<file path="config.mk">
export PLATFORM = sky130hd
export DESIGN_NAME = mem_stage_sram_ctrl
export DESIGN_NICKNAME = d
export VERILOG_FILES = /design/src/rtl/mem_stage_sram_ctrl.sv
export SDC_FILE = /design/constraint.sdc
export NUM_CORES = 1
export LEC_CHECK = 0
export BUFFER_PORTS_ARGS = -buffer_cell sky130_fd_sc_hd__buf_2
export CORE_MARGIN = 4
export CORE_UTILIZATION = 51
export CTS_CLUSTER_SIZE = 40
export DETAILED_ROUTE_END_ITERATION = 7
export PLACE_DENSITY = 0.84
export SYNTH_ARGS = -nofsm -noshare
export SYNTH_HDL_FRONTEND = slang
export SYNTH_SLANG_ARGS = --single-unit
export TNS_END_PERCENT = 1
</file>
<file path="constraint.sdc">
create_clock -name clk -period 4.5 [get_ports clk]
set_input_delay 1.35 -clock clk [delete_from_list [all_inputs] [get_ports clk]]
set_output_delay 1.35 -clock clk [all_outputs]
set_load 0.01 [all_outputs]
</file>
<file path="src/rtl/mem_stage_sram_ctrl.sv">
// Memory-stage controller: splits each 32-bit load/store into two 16-bit SRAM
// accesses (low half first) and holds ready low until the access has finished.
module mem_stage_sram_ctrl #(
  parameter int BASE_ADDR     = 1024,
  parameter int SRAM_ADDR_W   = 18,
  parameter int ACCESS_CYCLES = 6
) (
  input  logic                   clk,
  input  logic                   rst,
  input  logic                   rd_en,
  input  logic                   wr_en,
  input  logic [31:0]            address,
  input  logic [31:0]            write_data,
  output logic [31:0]            read_data,
  output logic                   ready,
  output logic [SRAM_ADDR_W-1:0] sram_addr,
  output logic                   sram_we_n,
  output logic [15:0]            sram_dq_out,
  output logic                   sram_dq_oe,
  input  logic [15:0]            sram_dq_in
);

  localparam int WW = SRAM_ADDR_W - 1;
  localparam int CW = $clog2(ACCESS_CYCLES + 1);
  // WAIT runs WAIT_LAST+1 cycles; only meaningful when ACCESS_CYCLES > 4.
  localparam logic [CW-1:0] WAIT_LAST = CW'(ACCESS_CYCLES > 4 ? ACCESS_CYCLES - 5 : 0);

  typedef enum logic [2:0] {IDLE, LO, HI, WAIT, DONE} state_t;

  state_t          state, state_nxt;
  logic            req;
  logic [31:0]     offset;
  logic [WW-1:0]   word_idx;
  logic [WW-1:0]   word_q;
  logic            write_q;
  logic [31:0]     wdata_q;
  logic [CW-1:0]   wait_cnt;
  logic            unused_offset_bits;

  assign req      = rd_en | wr_en;
  assign offset   = address - 32'(BASE_ADDR);
  assign word_idx = offset[SRAM_ADDR_W:2];
  assign unused_offset_bits = ^{offset[31:SRAM_ADDR_W+1], offset[1:0]};

  // NOTE: sequential state uses non-blocking assignments so every flop samples pre-edge values.
  always_ff @(posedge clk) begin
    if (rst) state <= IDLE;
    else     state <= state_nxt;
  end

  // Operation, word index and store data are frozen on leaving IDLE.
  always_ff @(posedge clk) begin
    if (rst) begin
      word_q    <= '0;
      write_q   <= 1'b0;
      wdata_q   <= '0;
      wait_cnt  <= '0;
      read_data <= '0;
    end else begin
      if (state == IDLE && req) begin
        word_q  <= word_idx;
        write_q <= wr_en;
        wdata_q <= write_data;
      end
      if (state == HI)        wait_cnt <= WAIT_LAST;
      else if (state == WAIT) wait_cnt <= wait_cnt - CW'(1);
      if (!write_q) begin
        if (state == LO) read_data[15:0]  <= sram_dq_in;
        if (state == HI) read_data[31:16] <= sram_dq_in;
      end
    end
  end

  // NOTE: every always_comb output gets a default first so no latch is inferred.
  always_comb begin
    state_nxt = state;
    case (state)
      IDLE:    if (req) state_nxt = LO;
      LO:      state_nxt = HI;
      HI:      state_nxt = (ACCESS_CYCLES > 4) ? WAIT : DONE;
      WAIT:    if (wait_cnt == '0) state_nxt = DONE;
      DONE:    state_nxt = IDLE;
      default: state_nxt = IDLE;
    endcase
  end

  always_comb begin
    ready       = 1'b0;
    sram_addr   = {word_q, state == HI};
    sram_we_n   = 1'b1;
    sram_dq_oe  = 1'b0;
    sram_dq_out = '0;
    case (state)
      IDLE:    ready = ~req;
      DONE:    ready = 1'b1;
      LO, HI: begin
        if (write_q) begin
          sram_we_n   = 1'b0;
          sram_dq_oe  = 1'b1;
          sram_dq_out = (state == HI) ? wdata_q[31:16] : wdata_q[15:0];
        end
      end
      default: ready = 1'b0;
    endcase
    if (rst) ready = 1'b1;
  end

endmodule

</file>
Yosys cells after proc, flatten, opt, wreduce, memory -nomap -nowiden
Index checks and enable logic that the tools add are counted.

operators by class
  add/sub/neg operators = 2
  equal/unequal tests = 6
  muxes and demuxes = 14
  bitwise gates (word level) = 3
  reduce and logical (&&, ||, !) cells = 9

operators by type and width
  cell                      number
  $mux W16                  3
  $sub A19 B11 Y19 const B  1
  $pmux W3 S4               1
  $mux W1                   7
  $eq A3 B2 Y1 const B      2
  $logic_not A3 Y1          2
  $mux W3                   2
  $reduce_and A2 Y1         3
  $reduce_or A2 Y1          2
  $eq A3 B1 Y1 const B      1
  $eq A3 B3 Y1 const B      1
  $sub A3 B1 Y3 const B     1
  $ne A2 B1 Y1 const B      1
  $ne A2 B2 Y1 const B      1
  $not A1 Y1                2
  $pmux W1 S2               1
  $reduce_bool A2 Y1        1
  $logic_and A1 B1 Y1       1
  $or A1 B1 Y1              1

storage, ports and cells
  register bits after elaboration = 88
  input bits = 84
  output and inout port bits = 69
  word-level logic and storage cells = 42

Depth between registers and ports, before layout
  depth in word-level cells = 4
  depth in mapped cells = 7
  gate-level depth less buffers = 5

Worst setup path after synthesis
Ideal clock, no wire load.

  path kind = input port to output port
  start = input rst
  end = output ready
  arrival = 2011 ps
  data required time = 3150 ps
  setup slack = 1139 ps
  stages on the path = 3
  path buffers = 2
  cell sequence = clkbuf_1 > clkbuf_1 > nand2b_1

between the ends
  longest elaborated chain between the ends = 1

RTL lines
  element             RTL line  source
  start: declaration  9         input logic rst,
  $mux W1             105       if (rst) ready = 1'b1;
  end: declaration    15        output logic ready,

No other way between the ends.

Worst setup path in the final report
  start = register state[1]
  end = output sram_dq_out[7]

between the ends
  longest elaborated chain between the ends = 4
  elaborated cells on any way between the ends = 6
  those cells by class = eq/ne (2); mux (3); reduce/logical (1)

RTL lines
  element                   RTL line  source
  start: declaration        30        state_t state, state_nxt;
  start signal: assignment  48        else state <= state_nxt;
  $eq A3 B2 Y1              93, 100
  $mux W16                  100       sram_dq_out = (state == HI) ? wdata_q[31:16] : wdata_q[15:0];
  $mux W16                  97        if (write_q) begin
  $mux W16 (*)              93        case (state)
  end: declaration          18        output logic [15:0] sram_dq_out,

Every way passes the cells marked *; elsewhere a longest branch is shown, timed or not.

==> Flow_metrics.wiki <==
{| class="wikitable"
! Metric !! Value
|-
| Post-CTS Setup Bufs || 0
|-
| Most numerous cell types in the synthesized netlist || 101 x sky130_fd_sc_hd__nand2_1, 100 x sky130_fd_sc_hd__a21oi_1, 88 x sky130_fd_sc_hd__dfxtp_1, 44 x sky130_fd_sc_hd__o21ai_0, 40 x sky130_fd_sc_hd__nand3_1
|-
| Leakage dissipation || 1.92 nW
|-
| Predominant post-synthesis flop cell || sky130_fd_sc_hd__dfxtp_1
|-
| Worst hold slack after final layout || 0.455 ns
|-
| Skew-Pair Late Insertion Delay || 0.35 ns
|-
| Clock Root Buffer || sky130_fd_sc_hd__clkbuf_8
|-
| Worst hold path endpoint || read_data[6]
|-
| Worst max-slew margin expressed relative to the limit || 36.4%
|-
| Mean instance size in the synthesized netlist || 7.71 um^2
|-
| TritonCTS Buffers || 9
|-
| Area share of the largest cell type after synthesis || 47.9%
|-
| Critical Path Start || state[1]
|-
| Leading area contributor after synthesis || sky130_fd_sc_hd__dfxtp_1
|-
| Cts repair resizes || 0
|-
| EDFF count, synth || 0
|-
| Seq/Total Area, Yosys || 47.9%
|-
| Die Span Y || 92.9 um
|-
| Die width || 92.9 um
|-
| Largest stage delay, worst path || 0.68 ns
|-
| Cell breakdown of the critical path || or3b_2 -> clkinv_1 -> nand2_1 -> a21oi_1 -> buf_2
|-
| Maximum buffer depth of the clock tree || 2
|-
| Maximum net fanout on the critical path || 17
|-
| Share of final-layout standard cells stronger than drive strength 1 || 28.8%
|-
| Maximum level of the CTS H-tree || 3
|-
| Congestion Overflow GR || 0
|-
| Setup Crit Path Kind || reg2out
|-
| Pin count of the biggest net entering global routing || 89
|-
| Via count of the first global-routing pass || 3538
|-
| Slack of the worst reg-to-reg path || 2.54 ns
|-
| Cell family contributing the most delay on the critical path || simple AND/OR/NAND/NOR gates
|-
| Average via count per standard cell || 5.45
|-
| Area of the die || 8630 um^2
|-
| Max capacitance violation total || 0
|-
| Detail Route met3 WL || 715 um
|-
| Total core area || 6910 um^2
|-
| Synth Warn # || 0
|-
| Starting utilization of the core area || 53.2%
|-
| Final period util || 84.3%
|-
| Number of input and output port buffers inserted || 137
|-
| Routability congestion estimate || 0.821
|-
| Slew @ Worst Pin || 0.953 ns
|-
| Cell at the slowest stage of the critical path || sky130_fd_sc_hd__or3b_2
|-
| Power per cell area || 400 nW/um^2
|-
| Max Fclk || 0.264 GHz
|-
| Area of the mapped netlist || 3680 um^2
|-
| Final critical-path required period || 3.79 ns
|-
| Main area contributors after synthesis || sky130_fd_sc_hd__dfxtp_1 48%, sky130_fd_sc_hd__a21oi_1 14%, sky130_fd_sc_hd__nand2_1 10%
|-
| Proportion of synthesized flip-flops having asynchronous set or reset || 0%
|-
| Buf+Inv Stages, Crit Path || 2
|-
| Outcome || finished clean
|-
| Number of iterations in the first detailed-routing pass || 4
|-
| Number of sinks handled by clock tree synthesis || 88
|-
| Net count, final || 675
|-
| Nets in the synthesized netlist || 564
|-
| Crit. End Element || output pin
|-
| Drt drc || 0
|-
| Kind of start point of the critical path || flip-flop
|-
| Most common cell in the netlist || sky130_fd_sc_hd__nand2_1
|-
| Hold wc startpoint || read_data[6]
|-
| FF+latch count, synth || 88
|-
| Final sum of negative setup slack || 0 ns
|-
| Skew final || 0.0108 ns
|-
| Number of hold buffers added after CTS || 0
|-
| Wire length reported by the detailed router || 9960 um
|-
| Routed len/inst || 14.5 um
|-
| Row count || 30
|-
| Count of pins over their slew limit || 0
|-
| Cell count after synthesis || 477
|-
| Arrival time worst endpoint || 2.44 ns
|-
| Initial detailed-routing violation count || 191
|-
| DR top layer || met4
|-
| Count of cells along the worst hold path || 2
|-
| Post-detailed-placement half-perimeter wirelength || 6640 um
|-
| Area delta synth->final || 24.2%
|-
| Top-level I/O count || 153
|-
| Number of distinct library cells after synthesis || 34
|-
| Critical Path RT || 3.15 ns
|-
| Antenna violations before repair || 0
|-
| Tot GR Track Use || 23.4%
|-
| Post-route antenna net violation count || 0
|-
| Critical register-to-register path endpoint || word_q[11]
|-
| Length of routed wiring on met1 || 4210 um
|-
| Worst-case reg-to-reg path depth || 4
|-
| Unrepaired setup endpoints after global routing || no
|-
| Clock transition time at the flip-flop clock pins of the worst setup and hold paths || 0.10 ns
|-
| Maximum resistive drop on vdd || 0.257 mV
|-
| Met2 wire length || 4960 um
|-
| Tightest Hold Check Type || reg2reg
|-
| Routed vias || 3754
|-
| Final Hold Fails || 0
|-
| Clock tree from TritonCTS || done
|-
| Global-route wire length before repair || 16600 um
|-
| Startpoint of the worst register-to-register path || state[0]
|-
| Total inserted antenna cells || 0
|-
| Setup Viol. Count Final || 0
|}
-- cells in the final DEF (no fill, tap or decap), types with 3 or more instances in the layout --
cell type / count
sky130_fd_sc_hd__buf_2: 137
sky130_fd_sc_hd__nand2_1: 101
sky130_fd_sc_hd__a21oi_1: 100
sky130_fd_sc_hd__dfxtp_1: 88
sky130_fd_sc_hd__o21ai_0: 44
sky130_fd_sc_hd__nand3_1: 40
sky130_fd_sc_hd__clkbuf_8: 9
sky130_fd_sc_hd__inv_1: 7
sky130_fd_sc_hd__a211oi_1: 6
sky130_fd_sc_hd__buf_4: 6
sky130_fd_sc_hd__nand2b_1: 4
sky130_fd_sc_hd__a311oi_1: 4
sky130_fd_sc_hd__nand3b_1: 3
sky130_fd_sc_hd__nor2_1: 3
sky130_fd_sc_hd__xnor2_1: 3
sky130_fd_sc_hd__ha_1: 3
-- per-stage QoR --
stage | setup slack [ns] | instances | area, um^2 | total power [mW] | utilization [%]
after global placement | 1.13 | 673 | 4360 | 1.28 | 63.2
after detailed placement | 1.12 | 673 | 4360 | 1.29 | 63.2
after floorplan | 1.14 | 477 | 3680 | 1.15 | -
after CTS | 0.715 | 689 | 4570 | 1.84 | 66.1
after global routing | 0.510 | 689 | 4570 | 1.94 | 66.1
final | 0.707 | 689 | 4570 | 1.83 | 66.1
-- worst max-delay path by stage --
| stage | end | slack (ns) | depth (start not counted) |
|---|---|---|---|
| finish | sram_dq_out[7] | 0.71 | 5 |
| global route | sram_dq_out[8] | 0.51 | 5 |
| CTS | sram_dq_out[7] | 0.72 | 5 |
| detailed placement | sram_dq_out[7] | 1.12 | 5 |
| global placement | sram_dq_out[7] | 1.13 | 5 |
| floorplan | ready | 1.14 | 3 |
-- metal layers --
metal	up-vias	track usage [%]
met5	-	0
met4	0	6.59
met3	6	7.55
met2	114	38.7
met1	1774	29.1
li1	1860	-
-- final cells by class --
cell class              instances  area [um^2]
fillers                       641         2340
flip-flops and latches         88         1760
multi-input cells             338         1720
repair buffers                143          731
clock buffers                   9          124
well taps                      96          120
clock inverters                 7         78.8
inverters                       8         30.0
-- registers in the layout, indices dropped and copies added, names as in the netlist --
| signal | cells |
|---|---|
| wait_cnt | 3 |
| word_q | 17 |
| read_data | 32 |
| write_q | 1 |
| state | 3 |
| wdata_q | 32 |
-- worst register-to-register path, delay by kind of cell, from the launching register on --
family	cells	cell delay (ns)
and+or+nand+nor	2	0.92
AOI/OAI and AO/OA	1	0.17
buffers and inverters	1	0.25
DFF	1	0.46
-- cell families (layout without fill, tap and decap cells) --
logic type	after synthesis	in the layout	share of synthesized area, %
AO/OA/AOI/OAI	157	157	22.4
XOR/XNOR	4	4	0.953
adder cells (fa/ha/maj)	3	3	1.02
buffers and inverters	51	167	5.45
flip-flops	88	88	47.9
multiplexers	1	1	0.272
AND/OR/NAND/NOR	173	173	22.0
-- where the power goes --
group	switching, mW	total, mW	internal (mW)	leakage, nW
Combinational	0.232	0.374	0.142	1.10
Sequential	0.0444	0.898	0.853	0.722
Clock	0.295	0.557	0.262	0.0977
(Power assumes the default switching activity.)
